`src/rtl/slideshow_controller.sv`:
```
// Slideshow controller: streams images from an SD byte source into the back frame buffer,
// then swaps buffers either directly (first load) or through a timed crossfade.
module slideshow_controller #(
   parameter int          H_RES       = 320,
   parameter int          V_RES       = 240,
   parameter int          BPP         = 2,
   parameter int          NUM_IMAGES  = 8,
   parameter logic [31:0] BASE_ADDR   = 32'd0,
   parameter int          FADE_STEP   = 4,
   parameter int          FADE_DIV    = 65536,
   parameter int          AUTO_PERIOD = 0,
   parameter int          TIMEOUT     = 1000000,
   parameter int          MAX_RETRY   = 3,
   localparam int         IMG_BYTES   = H_RES * V_RES * BPP,
   localparam int         AW          = $clog2(H_RES * V_RES),
   localparam int         IW          = $clog2(NUM_IMAGES)
) (
   input  logic          clk,
   input  logic          reset_n,
   input  logic          btn_next,
   input  logic          btn_prev,
   input  logic          auto_en,
   input  logic          sd_busy,
   input  logic          sd_valid,
   input  logic [7:0]    sd_data,
   output logic          sd_start_read,
   output logic [31:0]   sd_read_addr,
   output logic          fb_we,
   output logic [AW-1:0] fb_waddr,
   output logic [23:0]   fb_wdata,
   output logic          fb_wsel,
   output logic          disp_buf,
   output logic          blend_en,
   output logic [7:0]    blend_factor,
   output logic [IW-1:0] image_index,
   output logic          err
);

   localparam int BW  = $clog2(IMG_BYTES + 1);
   localparam int TW  = $clog2(TIMEOUT + 1);
   localparam int RW  = $clog2(MAX_RETRY + 2);
   localparam int DW  = (FADE_DIV > 1) ? $clog2(FADE_DIV) : 1;
   localparam int APW = (AUTO_PERIOD > 1) ? $clog2(AUTO_PERIOD) : 1;

   typedef enum logic [2:0] {S_INIT, S_LOAD, S_XFADE, S_DISPLAY, S_ERROR} state_e;
   typedef enum logic [1:0] {REQ_NONE, REQ_NEXT, REQ_PREV} req_e;

   state_e          state_q, state_d;
   req_e            pend_q, pend_d;
   logic [IW-1:0]   img_q, img_d;
   logic [31:0]     addr_q, addr_d;
   logic            started_q, started_d;
   logic [BW-1:0]   byte_q, byte_d;
   logic [1:0]      lane_q, lane_d;
   logic [AW-1:0]   pix_q, pix_d;
   logic [15:0]     sh_q, sh_d;
   logic            we_q, we_d;
   logic [AW-1:0]   waddr_q, waddr_d;
   logic [23:0]     wdata_q, wdata_d;
   logic [TW-1:0]   to_q, to_d;
   logic [RW-1:0]   retry_q, retry_d;
   logic [DW-1:0]   div_q, div_d;
   logic [7:0]      bf_q, bf_d;
   logic            disp_q, disp_d;
   logic            loaded_q, loaded_d;
   logic [APW-1:0]  auto_q, auto_d;

   logic            enter_load, restart, go_next, go_prev, timeout;
   logic [8:0]      fade_sum;

   assign fade_sum      = {1'b0, bf_q} + 9'(FADE_STEP);
   assign sd_start_read = (state_q == S_LOAD) && !started_q && !sd_busy;
   assign sd_read_addr  = addr_q;
   assign fb_we         = we_q;
   assign fb_waddr      = waddr_q;
   assign fb_wdata      = wdata_q;
   assign fb_wsel       = ~disp_q;
   assign disp_buf      = disp_q;
   assign blend_en      = (state_q == S_XFADE);
   assign blend_factor  = bf_q;
   assign image_index   = img_q;
   assign err           = (state_q == S_ERROR);

   always_comb begin
      state_d    = state_q;
      pend_d     = pend_q;
      img_d      = img_q;
      addr_d     = addr_q;
      started_d  = started_q;
      byte_d     = byte_q;
      lane_d     = lane_q;
      pix_d      = pix_q;
      sh_d       = sh_q;
      we_d       = 1'b0;
      waddr_d    = waddr_q;
      wdata_d    = wdata_q;
      to_d       = to_q;
      retry_d    = retry_q;
      div_d      = div_q;
      bf_d       = bf_q;
      disp_d     = disp_q;
      loaded_d   = loaded_q;
      auto_d     = auto_q;
      enter_load = 1'b0;
      restart    = 1'b0;
      go_next    = 1'b0;
      go_prev    = 1'b0;
      timeout    = 1'b0;

      case (state_q)
         S_INIT: begin
            if (!sd_busy) enter_load = 1'b1;
         end
         S_LOAD: begin
            if (!started_q && !sd_busy) started_d = 1'b1;
            if (btn_next ^ btn_prev) pend_d = btn_next ? REQ_NEXT : REQ_PREV;
            if (sd_valid && (byte_q < BW'(IMG_BYTES))) begin
               byte_d = byte_q + 1'b1;
               sh_d   = {sh_q[7:0], sd_data};
               if (lane_q == 2'(BPP - 1)) begin
                  we_d    = 1'b1;
                  waddr_d = pix_q;
                  wdata_d = (BPP == 2) ? {8'h00, sh_q[7:0], sd_data} : {sh_q, sd_data};
                  pix_d   = pix_q + 1'b1;
                  lane_d  = '0;
               end else begin
                  lane_d  = lane_q + 1'b1;
               end
            end
            if (sd_valid)                        to_d = '0;
            else if (to_q == TW'(TIMEOUT - 1))   timeout = 1'b1;
            else                                 to_d = to_q + 1'b1;
            // Completion waits for the last pixel's write so it still targets the back buffer.
            if (we_q && (byte_q == BW'(IMG_BYTES))) begin
               retry_d = '0;
               if (!loaded_q) begin
                  loaded_d = 1'b1;
                  disp_d   = ~disp_q;
                  state_d  = S_DISPLAY;
               end else begin
                  div_d    = '0;
                  bf_d     = '0;
                  state_d  = S_XFADE;
               end
            end else if (timeout) begin
               if (retry_q >= RW'(MAX_RETRY)) begin
                  state_d = S_ERROR;
               end else begin
                  retry_d = retry_q + 1'b1;
                  restart = 1'b1;
               end
            end
         end
         S_XFADE: begin
            if (btn_next ^ btn_prev) pend_d = btn_next ? REQ_NEXT : REQ_PREV;
            if (bf_q == 8'hFF) begin
               disp_d  = ~disp_q;
               bf_d    = '0;
               state_d = S_DISPLAY;
            end else if (div_q == DW'(FADE_DIV - 1)) begin
               div_d = '0;
               bf_d  = fade_sum[8] ? 8'hFF : fade_sum[7:0];
            end else begin
               div_d = div_q + 1'b1;
            end
         end
         S_DISPLAY: begin
            pend_d = REQ_NONE;
            if (btn_next || btn_prev) auto_d = '0;
            if (pend_q == REQ_NEXT)                      go_next = 1'b1;
            else if (pend_q == REQ_PREV)                 go_prev = 1'b1;
            else if (btn_next && !btn_prev)              go_next = 1'b1;
            else if (btn_prev && !btn_next)              go_prev = 1'b1;
            else if (!btn_next && !btn_prev && auto_en && (AUTO_PERIOD != 0)) begin
               if (auto_q == APW'(AUTO_PERIOD - 1)) go_next = 1'b1;
               else                                 auto_d  = auto_q + 1'b1;
            end
         end
         S_ERROR: begin
            if (btn_next && !btn_prev)      go_next = 1'b1;
            else if (btn_prev && !btn_next) go_prev = 1'b1;
         end
         default: state_d = S_INIT;
      endcase

      if (go_next) img_d = (img_q == IW'(NUM_IMAGES - 1)) ? '0 : img_q + 1'b1;
      if (go_prev) img_d = (img_q == '0) ? IW'(NUM_IMAGES - 1) : img_q - 1'b1;
      if (go_next || go_prev) enter_load = 1'b1;

      if (state_d != S_DISPLAY) auto_d = '0;

      if (enter_load || restart) begin
         started_d = 1'b0;
         byte_d    = '0;
         lane_d    = '0;
         pix_d     = '0;
         to_d      = '0;
      end
      if (enter_load) begin
         state_d = S_LOAD;
         retry_d = '0;
         addr_d  = BASE_ADDR + 32'(img_d) * 32'(IMG_BYTES);
      end
   end

   always_ff @(posedge clk or negedge reset_n) begin
      if (!reset_n) begin
         state_q   <= S_INIT;
         pend_q    <= REQ_NONE;
         img_q     <= '0;
         addr_q    <= '0;
         started_q <= 1'b0;
         byte_q    <= '0;
         lane_q    <= '0;
         pix_q     <= '0;
         sh_q      <= '0;
         we_q      <= 1'b0;
         waddr_q   <= '0;
         wdata_q   <= '0;
         to_q      <= '0;
         retry_q   <= '0;
         div_q     <= '0;
         bf_q      <= '0;
         disp_q    <= 1'b0;
         loaded_q  <= 1'b0;
         auto_q    <= '0;
      end else begin
         state_q   <= state_d;
         pend_q    <= pend_d;
         img_q     <= img_d;
         addr_q    <= addr_d;
         started_q <= started_d;
         byte_q    <= byte_d;
         lane_q    <= lane_d;
         pix_q     <= pix_d;
         sh_q      <= sh_d;
         we_q      <= we_d;
         waddr_q   <= waddr_d;
         wdata_q   <= wdata_d;
         to_q      <= to_d;
         retry_q   <= retry_d;
         div_q     <= div_d;
         bf_q      <= bf_d;
         disp_q    <= disp_d;
         loaded_q  <= loaded_d;
         auto_q    <= auto_d;
      end
   end

endmodule

```
`config.mk`:
```
export PLATFORM = sky130hd
export DESIGN_NAME = slideshow_controller
export DESIGN_NICKNAME = d
export VERILOG_FILES = /design/src/rtl/slideshow_controller.sv
export SDC_FILE = /design/constraint.sdc
export NUM_CORES = 1
export LEC_CHECK = 0
export ABC_CLOCK_PERIOD_IN_PS = 4900
export BUFFER_PORTS_ARGS = -buffer_cell sky130_fd_sc_hd__buf_2
export CAP_MARGIN = 40
export CORE_MARGIN = 2
export CORE_UTILIZATION = 34
export DETAILED_ROUTE_END_ITERATION = 10
export GPL_TIMING_DRIVEN = 0
export PLACE_DENSITY = 0.63
export SETUP_SLACK_MARGIN = 0.05
export SLEW_MARGIN = 40
export SYNTH_ARGS = -nofsm -noshare
export SYNTH_HDL_FRONTEND = slang
export SYNTH_SLANG_ARGS = --single-unit
```
`constraint.sdc`:
```
create_clock -name clk -period 4.9 [get_ports clk]
set_input_delay 0.49 -clock clk [delete_from_list [all_inputs] [get_ports clk]]
set_output_delay 0.49 -clock clk [all_outputs]
set_load 0.01 [all_outputs]
```
==> results.cfg <==
[setup_path]
critPathRequiredTime_ns = 5.20
critPathCaptureType = flip-flop
cp-start-kind = flip-flop
path_class = flip-flop to flip-flop
worstPathArrival_ns = 3.81
critPathMaxFanout = 9

[logic_synthesis]
seq_area_frac_synth = 0.4698
synth-seq-cells = 146
synth-edff-count = 0
yosysMostFrequentCell = dfrtp_1
async_reset_ff_frac = 1.000
syn_area_um2 = 7776
synth_area_leaders = dfrtp_1, mux2_2, nand2_1
yosys-top-cells-count = dfrtp_1, nand2_1, o21ai_0
synth-main-ff-cell = dfrtp_1
yosys_warnings = 0
syn-instance-count = 803
yosysTopAreaCellShare = 0.4698
avgSynthCellArea_um2 = 9.684
synth_cell_type_count = 73
synth_largest_area_cell = dfrtp_1

[layout]
drive_above_1_share = 0.2215
final_nets = 963
finish.utilization = 0.4109
n_fill_cell = 2254
antenna_cells = 0
area_delta_synth_final_pct = 19.26

[routing]
drc_errors = 0
wirelength_um = 17900
dr_wl_met2_um = 7866
met3_length_um = 929
antenna_left = 0
drt-met1-wl_um = 8933
via_per_inst = 5.165
drt_iter0_drc = 431
vias = 6322
drt_first_pass_iters = 5
wl_per_cell_um = 14.62
top_layer = met4

[sta]
fin_tns_setup_ns = 0
fin_crit_ns = 3.513
layout_setup_ws_ns = 1.387
setup_viol = 0
worst_pin_slew_ns = 0.7878
post-route-period-util = 0.7170
drv_slew = 0
clock_skew_ns = 0.01777
rsz0062_at_grt = no
finalHoldViolCount = 0
max_clock_freq_mhz = 284.6
max_slew_margin = 0.4748

[global_routing]
gr-total-overflow = 0
grt_pass1_vias = 5990
grt_antenna_before_repair = 0
grt_pass1_wl_um = 30280
grt_usage = 0.1533
grt_max_degree = 56

[run]
maxCapViolations = 0

[clock_tree]
clock-sinks = 146
path_clk_slew_ns = 0.07
post_cts_buffers = 0
numCtsBuffers = 17
insertion_delay_ns = 0.44
htree_levels = 4
cts_tree = done
root_buffer = clkbuf_16
cts_buffer_depth = 2

[placed_design]
gp_routability_congestion = 0.8221
place_ws_ns = 0.8604
portBuffers = 73
hpwl_um = 12390

[die]
die-height_um = 155.2
rows = 55
core_area_um2 = 22570
pin_count = 105
die_w_um = 155.2
design.die.area_um2 = 24100
start_util = 0.3445

[power_and_ir_drop]
switching_power_w = 0.0009579
p_int_w = 0.002317
pwr-share-comb = 0.152
ir_worst_vdd_v = 0.0002239
pwr-share-clk = 0.403
p_sw_frac = 0.2925
seq_power_share = 0.445
power.density_nw_per_um2 = 353.1
p_leak_nw = 4.306

[min_path]
hp-class = primary input to flip-flop

[run_status]
status = completed
==> metrics by stage <==
stage | cell area [um2] | instances | total power, W | hold slack (ns)
global placement | 8607 | 1190 | 0.001962 | 0.4526
floorplan | 7885 | 832 | 0.001777 | 0.1944
CTS | 9268 | 1224 | 0.003316 | 0.2451
finish | 9274 | 1224 | 0.003275 | 0.2557
global route | 9274 | 1224 | 0.003417 | 0.2471
detailed placement | 8672 | 1192 | 0.001981 | 0.4019
==> cell type report <==
class,count,area (um2),share of cell area
multi-input cells,597,3760,0.4054
flip-flops and latches,146,3654,0.3940
repair buffers,76,440.4,0.04749
clock buffers,17,425.4,0.04587
plain buffers,63,380.4,0.04101
well taps,285,356.6,0.03845
clock inverters,14,160.2,0.01727
inverters,26,97.59,0.01052
==> routing by layer <==
metal  global-route usage  up-vias
met2               0.2375      151
met4              0.03670        0
met1               0.2157     3066
met5                    0        -
li1                     -     3088
met3              0.04011       17
==> power groups by stage <==
| stage | combinational (W) | clock (W) | sequential (W) |
|---|---|---|---|
| floorplan | 0.000278 | 0 | 0.00150 |
| global placement | 0.000488 | 0 | 0.00147 |
| detailed placement | 0.000504 | 0 | 0.00148 |
| CTS | 0.000508 | 0.00135 | 0.00146 |
| global route | 0.000548 | 0.00139 | 0.00148 |
| finish | 0.000499 | 0.00132 | 0.00146 |
==> worst paths after layout <==
check | end | depth (start not counted) | slack, ns | startpoint
hold / removal | sh_q[0] | 3 | 0.26 | sd_data[0]
max in group asynchronous | retry_q[1] | 3 | 3.78 | reset_n
setup reg to reg | sd_read_addr[19] | 12 | 1.39 | state_q[1]
setup / recovery | sd_read_addr[19] | 12 | 1.39 | state_q[1]
min in group asynchronous | pix_q[7] | 2 | 0.53 | reset_n
hold reg to reg | sh_q[1] | 2 | 0.47 | sh_q[1]
==> cell usage in the layout, fill, tap and decap left out, drive strengths merged, types with 5 or more instances in the layout <==
master / Yosys / routed
dfrtp: 146 / 146
buf: 40 / 115
nand2: 94 / 94
o21ai: 60 / 60
nor2: 56 / 56
clkbuf: 23 / 40
mux2: 39 / 39
a21oi: 36 / 36
inv: 26 / 36
nand3: 32 / 32
conb: 1 / 30
ha: 20 / 20
and3: 18 / 18
nor3: 17 / 17
o31ai: 17 / 17
nand4: 16 / 16
xnor2: 14 / 14
or4: 14 / 14
xor2: 12 / 12
or3: 12 / 12
nand2b: 9 / 9
nor4: 9 / 9
nor2b: 6 / 6
and2: 6 / 6
or2: 6 / 6
and4: 6 / 6
a31oi: 5 / 5
nor4b: 5 / 5
==> kinds of logic (layout without fill, tap and decap cells) <==
family | after synthesis | count (layout) | share of synthesized area
adder cells (fa/ha/maj) | 21 | 21 | 0.03475
flip-flops | 146 | 146 | 0.4698
other | 1 | 30 | 0.0004822
AO/OA/AOI/OAI | 165 | 165 | 0.1384
XOR/XNOR | 26 | 26 | 0.02928
buffers and inverters | 89 | 196 | 0.06146
multiplexers | 39 | 39 | 0.05648
AND/OR/NAND/NOR | 316 | 316 | 0.2093
==> registers in the layout (all words and copies together), names as in the netlist <==
register	flops
image_index	3
byte_q	18
sh_q	8
retry_q	3
fb_waddr	17
disp_buf	1
state_q	3
pend_q	2
sd_read_addr	10
div_q	16
lane_q	2
started_q	1
to_q	20
pix_q	17
fb_wdata	16
loaded_q	1
fb_we	1
blend_factor	7
==> worst max-delay path, stage by stage, from the launching register on <==
cell and delay [ns]:
dfrtp_1 0.32, clkbuf_1 0.30, nand2_1 0.18, a2111oi_0 0.65
o211ai_1 0.22, a311oi_2 0.50, ha_1 0.34, inv_1 0.09
fa_1 0.44, nor2b_1 0.12, o21ai_0 0.09, nand2_1 0.07
o21ai_0 0.07
==> what timing repair did <==
action,4_1_cts,5_1_grt
endpoints found under the hold margin,38,0
hold buffers,1,0
setup endpoints to repair,0,0
resized for setup,0,0
No activity file was read; power rests on OpenSTA's default activity.
